<file path="src/rtl/win_mul_pkg.sv">
// Shared definitions for the sequential shift-add multiplier.
//   win_mul_state_e : FSM state encoding (IDLE, PREP, CALC, FIX, DONE)
//   clog2()         : constant function used to size the step counter
//   bpc_legal()     : constant function used for the elaboration-time
//                     check that BPC divides WIDTH
package win_mul_pkg;

    typedef enum logic [2:0] {
        IDLE = 3'd0,
        PREP = 3'd1,
        CALC = 3'd2,
        FIX  = 3'd3,
        DONE = 3'd4
    } win_mul_state_e;

    function automatic int clog2(input int value);
        int result;
        int v;
        result = 0;
        v      = value - 1;
        while (v > 0) begin
            result = result + 1;
            v      = v >> 1;
        end
        return result;
    endfunction

    function automatic bit bpc_legal(input int width, input int bpc);
        return (bpc >= 1) && (bpc <= width) && ((width % bpc) == 0);
    endfunction

endpackage

</file>
<file path="src/rtl/win_mul_signmag.sv">
// Combinational sign/magnitude split for one operand.
//   signed_en : 1 = treat x as two's complement, 0 = unsigned
//   x         : operand
//   mag       : |x| as an unsigned WIDTH-bit value (x itself when unsigned)
//   sgn       : 1 when x is a negative two's-complement value
// The most negative value negates to itself, which read as unsigned is
// exactly 2^(WIDTH-1), so no extra bit is needed.
module win_mul_signmag #(
    parameter int WIDTH = 8
) (
    input  logic             signed_en,
    input  logic [WIDTH-1:0] x,
    output logic [WIDTH-1:0] mag,
    output logic             sgn
);

    localparam logic [WIDTH-1:0] ONE = {{(WIDTH-1){1'b0}}, 1'b1};

    assign sgn = signed_en & x[WIDTH-1];
    assign mag = sgn ? ((~x) + ONE) : x;

endmodule

</file>
<file path="src/rtl/win_mul_seq.sv">
// Multi-cycle shift-add multiplier, BPC multiplier bits retired per cycle.
//   clk, rst_n          : clock (rising edge), async active-low reset
//   flush               : synchronous abort, forces IDLE on the next edge
//   in_valid/in_ready   : operand handshake (in_signed, in_a, in_b)
//   out_valid/out_ready : product handshake (out_p, 2*WIDTH bits)
//
// Handshake semantics (both ports): a transfer happens on a rising edge
// where valid and ready are both 1. The producer holds its payload stable
// while valid=1 and ready=0; valid never depends on ready. in_ready is 1
// only in IDLE; out_valid is 1 only in DONE, where out_p is held.
//
// Flow: IDLE -> PREP (magnitudes, sign) -> CALC (N=WIDTH/BPC steps)
//       -> FIX (re-apply sign) -> DONE. The FSM state is kept in state_q.
module win_mul_seq
    import win_mul_pkg::*;
#(
    parameter int WIDTH = 8,
    parameter int BPC   = 1
) (
    input  logic                 clk,
    input  logic                 rst_n,
    input  logic                 flush,
    input  logic                 in_valid,
    output logic                 in_ready,
    input  logic                 in_signed,
    input  logic [WIDTH-1:0]     in_a,
    input  logic [WIDTH-1:0]     in_b,
    output logic                 out_valid,
    input  logic                 out_ready,
    output logic [2*WIDTH-1:0]   out_p
);

    localparam int N  = WIDTH / BPC;
    localparam int CW = (N > 1) ? clog2(N) : 1;
    localparam logic [CW-1:0]        CNT_LAST = CW'(N - 1);
    localparam logic [CW-1:0]        CNT_ONE  = CW'(1);
    localparam logic [2*WIDTH-1:0]   ACC_ONE  = {{(2*WIDTH-1){1'b0}}, 1'b1};

    if (!bpc_legal(WIDTH, BPC)) begin : g_bad_bpc
        $error("win_mul_seq: BPC must divide WIDTH");
    end

    win_mul_state_e state_q, state_d;

    logic                 armed_q;    // keeps in_ready low until the first edge after reset
    logic [WIDTH-1:0]     a_q, b_q;
    logic                 signed_q;
    logic [2*WIDTH-1:0]   mcand_sh_q; // multiplicand, pre-shifted to the current bit position
    logic [WIDTH-1:0]     mplier_q;   // multiplier, consumed LSB first
    logic                 neg_q;
    logic [2*WIDTH-1:0]   acc_q;
    logic [CW-1:0]        cnt_q;
    logic [2*WIDTH-1:0]   out_p_q;

    logic [WIDTH-1:0]     mag_a, mag_b;
    logic                 sgn_a, sgn_b;
    logic [2*WIDTH-1:0]   pp;
    logic                 accept;

    win_mul_signmag #(.WIDTH(WIDTH)) u_sm_a (
        .signed_en (signed_q),
        .x         (a_q),
        .mag       (mag_a),
        .sgn       (sgn_a)
    );

    win_mul_signmag #(.WIDTH(WIDTH)) u_sm_b (
        .signed_en (signed_q),
        .x         (b_q),
        .mag       (mag_b),
        .sgn       (sgn_b)
    );

    // Sum of the partial products for the BPC multiplier bits of this step.
    always_comb begin
        pp = '0;
        for (int j = 0; j < BPC; j++) begin
            if (mplier_q[j]) begin
                pp = pp + (mcand_sh_q << j);
            end
        end
    end

    always_comb begin
        in_ready  = armed_q && (state_q == IDLE);
        out_valid = (state_q == DONE);
        accept    = in_valid && in_ready && !flush;
        state_d   = state_q;
        case (state_q)
            IDLE:    if (in_valid && in_ready) state_d = PREP;
            PREP:    state_d = CALC;
            CALC:    if (cnt_q == CNT_LAST) state_d = FIX;
            FIX:     state_d = DONE;
            DONE:    if (out_ready) state_d = IDLE;
            default: state_d = IDLE;
        endcase
        // flush overrides every transition, including an accept in IDLE
        if (flush) state_d = IDLE;
    end

    always_ff @(posedge clk or negedge rst_n) begin
        if (!rst_n) begin
            state_q <= IDLE;
        end else begin
            state_q <= state_d;
        end
    end

    always_ff @(posedge clk or negedge rst_n) begin
        if (!rst_n) begin
            armed_q    <= 1'b0;
            a_q        <= '0;
            b_q        <= '0;
            signed_q   <= 1'b0;
            mcand_sh_q <= '0;
            mplier_q   <= '0;
            neg_q      <= 1'b0;
            acc_q      <= '0;
            cnt_q      <= '0;
            out_p_q    <= '0;
        end else begin
            armed_q <= 1'b1;
            case (state_q)
                IDLE: begin
                    if (accept) begin
                        a_q      <= in_a;
                        b_q      <= in_b;
                        signed_q <= in_signed;
                    end
                end
                PREP: begin
                    mcand_sh_q <= {{WIDTH{1'b0}}, mag_a};
                    mplier_q   <= mag_b;
                    neg_q      <= sgn_a ^ sgn_b;
                    acc_q      <= '0;
                    cnt_q      <= '0;
                end
                CALC: begin
                    acc_q      <= acc_q + pp;
                    mcand_sh_q <= mcand_sh_q << BPC;
                    mplier_q   <= mplier_q >> BPC;
                    cnt_q      <= cnt_q + CNT_ONE;
                end
                FIX: begin
                    // negating a zero accumulator gives zero, so 0 * -x stays 0
                    out_p_q <= neg_q ? ((~acc_q) + ACC_ONE) : acc_q;
                end
                default: ;
            endcase
        end
    end

    assign out_p = out_p_q;

endmodule

</file>
<file path="config.mk">
export PLATFORM = sky130hd
export DESIGN_NAME = win_mul_seq
export DESIGN_NICKNAME = d
export VERILOG_FILES = /design/src/rtl/win_mul_pkg.sv /design/src/rtl/win_mul_signmag.sv /design/src/rtl/win_mul_seq.sv
export SDC_FILE = /design/constraint.sdc
export NUM_CORES = 1
export LEC_CHECK = 0
export CAP_MARGIN = 25
export CORE_MARGIN = 2
export CORE_UTILIZATION = 30
export DETAILED_ROUTE_END_ITERATION = 16
export RECOVER_POWER = 50
export SLEW_MARGIN = 15
export SYNTH_ARGS = -nofsm -noshare
export SYNTH_HDL_FRONTEND = slang
export SYNTH_SLANG_ARGS = --single-unit
export TNS_END_PERCENT = 1
</file>
<file path="constraint.sdc">
create_clock -name clk -period 3.2 [get_ports clk]
set_clock_uncertainty 0.1 [all_clocks]
set_input_delay 0.64 -clock clk [delete_from_list [all_inputs] [get_ports clk]]
set_output_delay 0.64 -clock clk [all_outputs]
set_load 0.01 [all_outputs]
</file>
**After elaboration in Yosys (flattened, before gate mapping)**

Cells that the tools add are included.

- Word-level logic and storage cells: 51
- Memories: 0
- Input bits: 22
- Bits in latches: 0
- Output and inout port bits: 18
- Memory bits (writable): 0
- Register bits after elaboration: 81
- ROM bits: 0

- Equal/unequal tests: 8
- Bitwise logic cells: 6
- Div/mod/pow operators: 0
- Muxes and demuxes: 13
- $add $sub $neg: 5
- Reductions and logical operators: 8
- $mul: 0
- Order comparisons: 0
- Shift operators: 0

Operators with widths:

| kind | number |
|---|---|
| 16-bit case mux with 2 select lines | 2 |
| 16-bit 2-to-1 mux | 2 |
| 16-bit by 1-bit adder with 16-bit output (second input constant) | 1 |
| 16-bit adder | 1 |
| 8-bit by 1-bit adder with 8-bit output (second input constant) | 2 |
| 8-bit 2-to-1 mux | 2 |
| 16-bit inverter | 1 |
| 8-bit inverter | 2 |
| 8-bit case mux with 2 select lines | 1 |
| 3-bit case mux with 5 select lines | 1 |
| 3-bit 2-to-1 mux | 4 |
| 3-bit by 2-bit == test with 1-bit output (second input constant) | 2 |
| 3-bit == test (second input constant) | 2 |
| 3-bit by 2-bit inequality test with 1-bit output (second input constant) | 2 |
| 3-bit case mux with 2 select lines | 1 |
| 3-bit by 1-bit adder with 3-bit output (second input constant) | 1 |
| 3-bit by 1-bit == test with 1-bit output (second input constant) | 1 |
| 1-bit logical AND | 3 |
| 3-bit zero test | 1 |
| 3-bit inequality test (second input constant) | 1 |
| 3-bit AND reduction | 1 |
| 1-bit bitwise AND | 2 |
| 2-bit AND reduction | 1 |
| 2-bit nonzero test | 1 |
| 2 further kinds | 2 |

**Longest topological paths before layout**

- Word-level depth: 6
- Mapped depth: 10
- Mapped depth without buffers: 9

**Modules after synthesis**

From an unflattened synthesis, not the netlist that was laid out.

- Cell total of the unflattened synthesis: 473
- Area, all modules: 4,576.9 µm²

Modules (own cells, without submodules):

| module | instances | seq. area each (µm²) | area an instance (µm²) | cells an instance |
|---|---|---|---|---|
| win_mul_seq | 1 | 2,026.9 | 4,264.1 | 423 |
| win_mul_signmag | 2 | 0.0 | 156.4 | 25 |

**Worst setup path after synthesis**

No wires, ideal clock.

- Kind: register -> register
- Start point: register mplier_q[0]
- End point: register acc_q[12]
- Data arrival time: 2.263 ns
- Stages on the path, launching flop included: 11
- Data required time: 3.005 ns
- Clock period less this slack: 2.459 ns
- Path buffers: 1
- Setup time: 0.095 ns
- Path slack: 0.741 ns
- Path through: dfrtp_1 > clkbuf_1 > and2_1 > ha_1 > inv_1 > fa_1 > nor2b_1 > o2111ai_2 > a211oi_1 > nor3_1 > o31ai_1

- Cells in the longest elaborated chain, start to end: 3

Ends and longest elaborated chain:

| element | RTL line | RTL |
|---|---|---|
| start: declaration | win_mul_seq.sv:49 | `logic [WIDTH-1:0] mplier_q;` |
| start signal: assignment | win_mul_seq.sv:133 | `mplier_q <= mag_b;` |
| start signal: assignment | win_mul_seq.sv:141 | `mplier_q <= mplier_q >> BPC;` |
| 16-bit 2-to-1 mux | win_mul_seq.sv:78 | `if (mplier_q[j]) begin` |
| 16-bit adder | win_mul_seq.sv:139 | `acc_q <= acc_q + pp;` |
| 16-bit case mux with 2 select lines | win_mul_seq.sv:123 | `case (state_q)` |
| end signal: assignment | win_mul_seq.sv:139 |  |
| end: declaration | win_mul_seq.sv:51 | `logic [2*WIDTH-1:0] acc_q;` |

Every way passes these cells.
A chain may end at the register's enable or synchronous reset.

**Final worst setup path**

- Start point: register state_q[2]
- End point: output port out_valid

- Cells in the longest elaborated chain, start to end: 1

Ends and longest elaborated chain:

| element | RTL line | RTL |
|---|---|---|
| start: declaration | win_mul_seq.sv:43 | `win_mul_state_e state_q, state_d;` |
| start signal: assignment | win_mul_seq.sv:105 | `state_q <= state_d;` |
| 3-bit == test | win_mul_seq.sv:86 | `out_valid = (state_q == DONE);` |
| end: declaration | win_mul_seq.sv:28 | `output logic out_valid,` |

Every way passes these cells.

==> metrics.csv <==
stage;metric;value;unit
synth;netlist.area_leader.share;44.7;%
floorplan;die_x;127;um
timing;postLayoutSetupSlackWorst;0.434;ns
synth;synth_edf_count;0;
cells_and_area;postLayoutCoreUtil;36.8;%
clocking;cts_tree;done;
synth;synth_compound_area_share;20.7;%
synth;synthFlopType;dfrtp_1;
synth;syn_inst;471;
cells_and_area;multi_input_area;2350;um2
synth;synthAdderAreaFrac;5.96;%
run;maxCapViolCount;1;
global_route;track_usage;12.8;%
timing;setup_viol;0;
cells_and_area;fin_cells;694;
setup_path;critPathArrivalTime;2.03;ns
setup_path;r2r-end;acc_q[12];
detailed_routing;drtIter0Drc;184;
synth;syn_area;4540;um2
setup_path;reg2reg_slack;0.50;ns
timing;fin_crit_sh;86.5;%
synth;synthMuxAreaShare;3.14;%
cells_and_area;nFillCells;1470;
detailed_routing;drt-total-wl;9650;um
setup_path;crit_type;reg -> out;
placed_design;post-place-ws;0.489;ns
clocking;clock_latency;0.35;ns
global_route;grt_pass1_wl;16500;um
worst_hold_path;min_to;out_p[3];
power;power_leakage;2.31;nW
clocking;htree_levels;3;
global_route;grt_pass1_vias;3380;
floorplan;dieHeight;127;um
run_status;outcome;complete, but fails checks;
placed_design;place_congestion;0.933;
setup_path;required;2.46;ns
timing;tightest_slew;2.06;ns
synth;synth_top_area_cell;dfrtp_1;
clocking;post_cts_buffers;0;
detailed_routing;drtAntennaViolNets;0;
timing;relSlewSlack;-37.6;%
setup_path;cp_max_fo;19;
placed_design;placed_cells;676;
floorplan;boundaryPins;40;
worst_hold_path;worst_hold_path.num_cells;2;
synth;yosys.area_share.xor_xnor;6.37;%
detailed_routing;drt_pass1_iterations;6;
synth;yosysWarnings;0;
floorplan;core_area;14600;um2
timing;final_max_slew_viol_count;37;
timing;finalHoldViolCount;0;
synth;synthArstFlopShare;100;%
cells_and_area;diodes;0;
global_route;overflow;0;
clocking;clock-root-buffer;clkbuf_16;
setup_path;r2r-start;mplier_q[0];
placed_design;io_buffers;39;
setup_path;cp-end-kind;output pin;
detailed_routing;route.detailed.drc;0;
cells_and_area;area.sequential;2030;um2
timing;rsz0062_at_grt;no;
worst_hold_path;hold_path.class;reg -> reg;
detailed_routing;vias_per_cell;5.08;
timing;tns;0;ns
clocking;cts_buffer_depth;2;
setup_path;ff2ff_path_depth;9;
synth;synth_area_per_cell;9.63;um2
detailed_routing;wl_per_cell;13.9;um
synth;synth_most_common_cell;dfrtp_1;
global_route;antenna_found_initial;0;
power;powerDensity;731;nW/um2
cells_and_area;fin_nets;548;
synth;ys_ff_latch;81;
detailed_routing;vias;3528;
synth;synth_simple_gate_area_share;15.5;%
timing;post-route-min-period;2.77;ns
synth;yosys-top-cells-count;81 x dfrtp_1, 61 x nand2_1, 44 x o21ai_0;
cells_and_area;syn2layout_area_growth;18.9;%
synth;syn-num-nets;514;
cells_and_area;drive_gt1_share;7.45;%
synth;synth_top_family_by_area;compound AO/OA/AOI/OAI gates;
synth;synthTopCellsByArea;dfrtp_1 45%, ha_1 5.5%, nand2_1 5.0%, o21ai_0 4.9%, xnor2_1 3.7%;
power;ir_worst_vdd;0.353;mV
clocking;ctsHoldBuffers;0;
timing;max_clock_freq;0.361;GHz
setup_path;start_kind;flop;
clocking;cts.sinks;81;
floorplan;rows;44;
synth;ys_types;57;
placed_design;dp_hpwl;6880;um
clocking;numCtsBuffers;9;
run_status;violations;max-capacitance violations, max-slew violations;
global_route;grt_max_degree;82;
clocking;cts-resized-gates;0;
worst_hold_path;min_from;out_p[3];
floorplan;die_area;16100;um2
clocking;clk_pin_slew;0.06;ns
synth;ys_seq_area_share;44.7;%
floorplan;start_util;31.0;%
placed cells by master (no fill, tap or decap), types with 3 or more instances in the layout:
master	count
nor3_1	6
dfrtp_1	81
a21oi_1	31
mux2i_1	3
a22o_1	12
o31ai_1	5
and2_1	15
nand2b_1	4
clkbuf_1	4
nor4_1	3
buf_4	3
a21o_1	6
ha_1	20
mux2_2	10
o22a_1	13
nand3_1	3
inv_1	15
o211ai_1	3
nand4_1	5
clkdlybuf4s50_1	37
a32o_1	3
clkbuf_16	9
xor2_1	14
or3_1	4
a31oi_1	5
xnor2_1	19
nand2_1	61
nor2_1	32
o21ai_0	44
worst max-delay path by stage:
stage	from	to	slack [ns]
final	state_q[2]	out_valid	0.43
after global routing	mplier_q[0]	acc_q[12]	0.27
after CTS	state_q[2]	out_valid	0.44
after detailed placement	mplier_q[0]	acc_q[12]	0.49
after global placement	mplier_q[0]	acc_q[12]	0.64
after floorplan	mplier_q[0]	acc_q[12]	0.74
logic make-up (layout without fill, tap and decap cells):
family / after synthesis / after routing
xor gates and xnor gates: 33 / 33
adders and majority gates: 21 / 21
other: 1 / 1
DFF: 81 / 81
and+or+nand+nor: 144 / 144
buffers and inverters: 36 / 75
muxes: 13 / 13
AOI/OAI and AO/OA: 142 / 142
per-stage QoR:
stage	power, W	instance area [um2]	hold WS (ns)
after floorplan	0.00252	4540	0.244
after global placement	0.00286	5070	0.362
after detailed placement	0.00291	5070	0.371
after CTS	0.00397	5370	0.383
after global routing	0.00425	5390	0.397
final	0.00394	5390	0.374
power breakdown:
group,internal (W),switching [W]
registers,0.00126,0.000282
logic,0.000656,0.000690
clock network,0.000628,0.000421
state kept, by name, summed over array words and instances, names as in the netlist:
signal,flops
cnt_q,3
armed_q,1
state_q,3
signed_q,1
b_q,8
acc_q,16
out_p,16
neg_q,1
mplier_q,8
a_q,8
mcand_sh_q,16
layer usage:
layer  wire [um]  GRT usage, %
met1        4800          17.3
met2        4240          19.4
met3         453          3.80
met4         153          4.52
met5           0             0
worst max-delay path: stages, from the launching register on:
cell and delay, ns:
dfrtp_1 0.75, nor3b_1 0.34, clkdlybuf4s50_1 0.59
area by class of cell:
class | instances | share of cell area (%)
Clock buffer | 12 | 4.57
Clock inverter | 4 | 0.951
Inverter | 15 | 1.04
Multi-Input combinational cell | 354 | 43.6
Sequential cell | 81 | 37.6
Tap cell | 184 | 4.27
Timing Repair Buffer | 44 | 7.98
Note: power is estimated with default switching activity, not from simulation.
